==> config.mk <==
export PLATFORM = sky130hd
export DESIGN_NAME = universal_shift_reg_param
export DESIGN_NICKNAME = d
export VERILOG_FILES = /design/src/rtl/universal_shift_reg_param.sv
export SDC_FILE = /design/constraint.sdc
export NUM_CORES = 1
export LEC_CHECK = 0
export ABC_CLOCK_PERIOD_IN_PS = 2000
export CORE_UTILIZATION = 40
export DETAILED_ROUTE_END_ITERATION = 6
export PLACE_DENSITY_LB_ADDON = 0.3
export SLEW_MARGIN = 30
export SYNTH_ARGS = -nofsm -noshare
export SYNTH_HDL_FRONTEND = slang
export SYNTH_SLANG_ARGS = --single-unit
==> constraint.sdc <==
create_clock -name clk -period 2 [get_ports clk]
set_input_delay 0.4 -clock clk [delete_from_list [all_inputs] [get_ports clk]]
set_output_delay 0.4 -clock clk [all_outputs]
set_load 0.005 [all_outputs]
==> src/rtl/universal_shift_reg_param.sv <==
// universal_shift_reg_param
//   Parametrised universal shift register with a frame counter. Bridges
//   serial links and parallel datapath registers: it can load a whole word,
//   shift or rotate in either direction, or shift right arithmetically.
//   Every WIDTH shifts it marks a word boundary with frame_done, so a
//   serial-in/parallel-out or parallel-in/serial-out transfer can be framed.
//
// Parameters
//   WIDTH      register width in bits (must be >= 2)
//   RESET_VAL  register contents after reset
//   CW         frame-counter width, derived from WIDTH
//
// Ports
//   clk           rising-edge clock
//   rst_n         synchronous reset, ACTIVE-HIGH despite the name; wins over en/mode
//   en            clock enable; 0 freezes q and bit_cnt, frame_done drops
//   mode          operation select (see mode_e below)
//   p_din         parallel load data
//   s_left_din    serial input entering at the MSB on right shifts
//   s_right_din   serial input entering at the LSB on left shifts
//   p_dout        register contents q
//   s_left_dout   q[WIDTH-1], serial output for left shifts
//   s_right_dout  q[0], serial output for right shifts
//   bit_cnt       shifts since the last load/reset, 0..WIDTH-1
//   frame_done    one-cycle pulse at the edge that completes WIDTH shifts
//
// There is no handshake: every enabled edge performs exactly one operation.
// All outputs are registers or bits of q, so nothing is combinational from
// the inputs.
module universal_shift_reg_param #(
  parameter int                    WIDTH     = 16,
  parameter logic [WIDTH-1:0]      RESET_VAL = '0,
  localparam int                   CW        = $clog2(WIDTH + 1)
) (
  input  logic             clk,
  input  logic             rst_n,
  input  logic             en,
  input  logic [2:0]       mode,
  input  logic [WIDTH-1:0] p_din,
  input  logic             s_left_din,
  input  logic             s_right_din,
  output logic [WIDTH-1:0] p_dout,
  output logic             s_left_dout,
  output logic             s_right_dout,
  output logic [CW-1:0]    bit_cnt,
  output logic             frame_done
);

  typedef enum logic [2:0] {
    MODE_HOLD = 3'b000,
    MODE_LOAD = 3'b001,
    MODE_SHL  = 3'b010,
    MODE_SHR  = 3'b011,
    MODE_ROL  = 3'b100,
    MODE_ROR  = 3'b101,
    MODE_ASR  = 3'b110,
    MODE_RSVD = 3'b111
  } mode_e;

  localparam logic [CW-1:0] LAST_CNT = CW'(WIDTH - 1);

  mode_e            mode_op;
  logic [WIDTH-1:0] q;
  logic [WIDTH-1:0] q_next;
  logic             is_shift;
  logic             is_load;

  assign mode_op = mode_e'(mode);

  // Next register value for the selected operation; HOLD and RSVD keep q.
  always_comb begin
    q_next   = q;
    is_shift = 1'b0;
    is_load  = 1'b0;
    case (mode_op)
      MODE_LOAD: begin
        q_next  = p_din;
        is_load = 1'b1;
      end
      MODE_SHL: begin
        q_next   = {q[WIDTH-2:0], s_right_din};
        is_shift = 1'b1;
      end
      MODE_SHR: begin
        q_next   = {s_left_din, q[WIDTH-1:1]};
        is_shift = 1'b1;
      end
      MODE_ROL: begin
        q_next   = {q[WIDTH-2:0], q[WIDTH-1]};
        is_shift = 1'b1;
      end
      MODE_ROR: begin
        q_next   = {q[0], q[WIDTH-1:1]};
        is_shift = 1'b1;
      end
      MODE_ASR: begin
        q_next   = {q[WIDTH-1], q[WIDTH-1:1]};
        is_shift = 1'b1;
      end
      default: begin
        q_next = q;
      end
    endcase
  end

  always_ff @(posedge clk) begin
    if (rst_n) begin
      q          <= RESET_VAL;
      bit_cnt    <= '0;
      frame_done <= 1'b0;
    end else if (en) begin
      q <= q_next;
      if (is_load) begin
        bit_cnt    <= '0;
        frame_done <= 1'b0;
      end else if (is_shift) begin
        // The WIDTH-th shift of a frame wraps the count and flags the
        // boundary in the same edge that q takes its final shifted value.
        if (bit_cnt == LAST_CNT) begin
          bit_cnt    <= '0;
          frame_done <= 1'b1;
        end else begin
          bit_cnt    <= bit_cnt + 1'b1;
          frame_done <= 1'b0;
        end
      end else begin
        frame_done <= 1'b0;
      end
    end else begin
      frame_done <= 1'b0;
    end
  end

  assign p_dout       = q;
  assign s_left_dout  = q[WIDTH-1];
  assign s_right_dout = q[0];

endmodule

* After elaboration in Yosys (flattened, before gate mapping)
Cells that the tools add are included.
** Word-level totals
- Logic and storage cells :: 30
- Output and inout port bits :: 24
- Input bits :: 24
- Flip-flop bits (word level) :: 22
** Operators by class
- Equal/unequal tests :: 7
- Add/subtract/negate cells :: 1
- Bitwise gates (word level) :: 3
- Reductions and logical operators :: 8
- Mux-type cells :: 7
** Operator list (count)
- $pmux 16 s6 :: 1
- $mux 5 :: 3
- $eq 3x3->1 const B :: 3
- $eq 3x2->1 const B :: 2
- $reduce_bool 6->1 :: 1
- $add 5x1->5 const B :: 1
- $eq 5x4->1 const B :: 1
- $reduce_bool 5->1 :: 1
- $reduce_or 5->1 :: 1
- $reduce_and 2->1 :: 2
- $reduce_or 4->1 :: 1
- $eq 3x1->1 const B :: 1
- $mux 1 :: 3
- $not 1->1 :: 3
- $reduce_and 3->1 :: 1
- $reduce_bool 2->1 :: 1

* Depth between registers and ports, before layout
- Depth in word-level cells :: 5
- Gate-level depth with buffers :: 7
- Gate-level depth less buffers :: 5

* Worst setup path after synthesis
OpenSTA, ideal clock, no wires.
- Path type :: input-to-reg
- From :: in mode[0]
- To :: reg q[3], in the netlist p_dout[3]
- Buffers on the path :: 2
- Required time :: 1.860 ns
- Stages :: 5
- Library setup time :: 0.140 ns
- Arrival :: 1.417 ns
- Path slack :: 0.443 ns
- Cell sequence :: buf_4 -> buf_4 -> mux2_2 -> a221oi_2 -> a211oi_2
** Between the ends
- Cells in the longest elaborated chain, start to end :: 3
- Elaborated cells on any way between the ends :: 9
- Those cells by class :: eq/ne (6); mux (1); reduce/logical (2)
** RTL lines
- start: declaration :: RTL line 38 : input logic [2:0] mode,
- $eq 3x3->1, or another cell as far along :: RTL line 75 : case (mode_op)
- $reduce_bool 6->1 (no source line)
- $reduce_and 2->1 (no source line)
- end signal: assignment :: RTL line 112 : q <= q_next;
- end: declaration :: RTL line 63 : logic [WIDTH-1:0] q;
Several ways; a longest one is shown, not always the timed one.
A chain may end at the register's enable or synchronous reset.

* Final worst setup path
- From :: in mode[1]
- To :: reg q[9], in the netlist p_dout[9]
Same word-level chain as after synthesis.

==> impl_metrics.py <==
metrics = {
    "finish": {
        "fillerInstances": 382,
        "multi_input_area_sq_um": 1080,
        "diodes": 0,
        "drive_above_1_share_pct": 20.2,
        "syn2layout_area_growth_pct": 36.2,
        "nets": 260,
        "fin_cells": 283,
        "seq_area_sq_um": 440,
    },
    "routing": {
        "drt_pass1_iterations": 4,
        "vias": 1596,
        "drtIter0Drc": 87,
        "postRouteAntennaNets": 0,
        "drcViolationCount": 0,
        "wl_per_cell_um": 15.4,
        "wl_um": 4360,
        "viasPerCell": 5.64,
    },
    "placed_design": {
        "routabilityCongestion": 0.746,
        "portBuffers": 47,
        "placedCellCount": 280,
        "dp_hpwl_um": 3130,
    },
    "critical_path": {
        "cp-start-kind": "input pin",
        "ff2ff_path_depth": 5,
        "critPathArrivalTime_ps": 1970,
        "reg2reg_to": "bit_cnt[3]",
        "crit_slowest_cell": "clkdlybuf4s50_1",
        "crit_type": "input pin to flop",
        "timing.rr.start": "bit_cnt[0]",
        "critical_path.max_fanout": 6,
        "cp_cell_sequence": "clkdlybuf4s50_1, or2_1, o211ai_4, buf_4, a221oi_1, a211oi_1",
        "worstPathRequired_ps": 2180,
        "regToRegSetupSlack_ps": 660,
        "max_stage_delay_ps": 520,
        "endpoint_kind": "flop",
    },
    "synth": {
        "synth_compound_area_share_pct": 33.9,
        "yosysMostFrequentCell": "dfxtp_1",
        "synth-adder-area-share_pct": 0.747,
        "synth_common_cells": "dfxtp_1 (22), nor2_1 (17), nand2b_1 (14), o211ai_1 (14), buf_2 (9)",
        "synth_area_leaders": "dfxtp_1 (26%), o211ai_1 (6.3%), a221oi_2 (5.4%), mux2_1 (5.4%), nand2b_1 (5.2%)",
        "muxShareOfSynthArea_pct": 9.64,
        "ys_seq_elements": 22,
        "avgSynthCellArea_sq_um": 9.10,
        "yosys.area.top_type": "dfxtp_1",
        "syn_nets": 209,
        "synth_simple_gate_area_share_pct": 19.4,
        "netlist_area_sq_um": 1670,
        "async_reset_ff_share_pct": 0,
        "post_synth_xor_area_fraction_pct": 0.972,
        "syn_inst": 184,
        "synth-warning-count": 0,
        "synthFlopType": "dfxtp_1",
        "synth_top_family_by_area": "compound AO/OA/AOI/OAI gates",
        "seq_area_frac_synth_pct": 26.3,
        "synthDistinctLibCells": 42,
        "yosysTopAreaCellShare_pct": 26.3,
        "synth-edff-count": 0,
    },
    "power_and_ir_drop": {
        "p_total_w": 0.00119,
        "comb_power_share_pct": 33.8,
        "switching_share_pct": 30.3,
        "clockPowerShare_pct": 23.4,
        "leakage_nw": 0.821,
        "seq_power_share_pct": 42.8,
        "power_switching_w": 0.000361,
        "intPower_w": 0.000832,
        "ir_drop_v": 0.000306,
        "powerDensity_nw_per_um2": 524,
    },
    "hold_path": {
        "min_path_type": "flop to flop",
        "min_from": "bit_cnt[1]",
        "hold_depth": 2,
        "min_to": "bit_cnt[1]",
    },
    "clock_tree": {
        "clk_pin_slew_ps": 80,
        "cts_buffers": 3,
        "cts-root-buf": "clkbuf_8",
        "clk_latency_ps": 260,
        "cts.sinks": 22,
        "postCtsResizedCells": 0,
        "htree_levels": 1,
        "postCtsHoldBufs": 0,
        "clockBufferDepth": 2,
        "post_cts_buffers": 0,
        "cts_tree": "built",
    },
    "grt": {
        "antenna_found_initial": 0,
        "grt_pass1_wl_um": 7320,
        "grt_max_degree": 27,
        "grt.overflow.total": 0,
        "grt_pass1_vias": 1522,
        "track_usage_pct": 21.5,
    },
    "run_status": {
        "status": "finished clean",
    },
    "sta": {
        "relSlewSlack_pct": 79.4,
        "fmax_mhz": 560,
        "setup_viol": 0,
        "hold_viol": 0,
        "finalClockSkew_ps": 5.58,
        "rsz0062_at_grt": "false",
        "drv_slew": 0,
        "worst_pin_slew_ps": 309,
        "fin_crit_ps": 1790,
        "fin_crit_sh_pct": 89.4,
    },
    "die": {
        "pin_count": 48,
        "die_w_um": 66.7,
        "floorplan.die_area_sq_um": 4450,
        "start_util_pct": 41.9,
        "die_y_um": 66.7,
        "core_sq_um": 4000,
        "rows": 23,
    },
    "flow_run": {
        "cap_violations": 0,
    },
}
layout by cell type (no fill, tap or decap), types with 7 or more instances in the layout:
cell type / count
a211oi_1: 7
a21oi_1: 7
a221oi_1: 8
buf_4: 18
clkdlybuf4s50_1: 46
dfxtp_1: 22
mux2_1: 8
nand2_1: 7
nand2b_1: 14
nor2_1: 17
o211ai_1: 14
critical path: cells and delay by family:
kind / cells / cell delay, ps
buffers and inverters: 2 / 700
AOI/OAI and AO/OA: 3 / 520
and+or+nand+nor: 1 / 350
power by group through the flow:
stage	clock network [W]	registers (W)	logic (W)
after floorplan	0	0.000511	0.000234
after global placement	0	0.000521	0.000399
after detailed placement	0	0.000521	0.000404
after CTS	0.000294	0.000511	0.000406
after global routing	0.000311	0.000516	0.000444
final	0.000279	0.000511	0.000404
registers in the layout, summed over array words and instances (netlist names):
register	flops
frame_done	1
bit_cnt	5
p_dout	16
final cells by class:
class / count / area share (%)
inverter: 3 / 0.494
clock buffer: 3 / 1.81
sequential: 22 / 19.3
tap: 50 / 2.74
timing repair buffer: 67 / 28.1
multi-input combinational: 138 / 47.5
kinds of logic (layout without fill, tap and decap cells):
family | count (synthesis) | in the layout
buf+inv | 24 | 73
fa+ha+maj | 1 | 1
xor+xnor | 1 | 1
simple gates | 60 | 60
flops | 22 | 22
compound gates | 62 | 62
mux | 14 | 14
through the flow:
step                hold WS [ps]  area, sq um  setup TNS (ps)  util [%]  worst slack, ps
finish                       488         2280               0      57.0              213
global route                 521         2280               0      57.0              110
CTS                          498         2280               0      57.0              211
detailed placement           485         2240            -304      56.0            -63.9
global placement             482         2240               0      56.0             5.16
floorplan                    461         1670               0         -              443
metal layers:
layer | up-vias | GRT usage (%) | part of all wire, %
met5 | - | 0 | 0
met4 | 0 | 3.99 | 0.76
met3 | 5 | 4.28 | 4.6
met2 | 46 | 36.1 | 47
met1 | 747 | 28.4 | 48
li1 | 798 | - | -
worst max path at each step:
| stage | slack (ps) | start | cells past startpoint | endpoint |
|---|---|---|---|---|
| after global placement | 5 | mode[1] | 6 | p_dout[9] |
| after global routing | 110 | mode[1] | 6 | p_dout[9] |
| after CTS | 210 | mode[1] | 6 | p_dout[9] |
| after detailed placement | -60 | mode[1] | 6 | p_dout[9] |
| final | 210 | mode[1] | 6 | p_dout[9] |
| after floorplan | 440 | mode[0] | 5 | p_dout[3] |
Note: power is estimated with default switching activity, not from simulation.
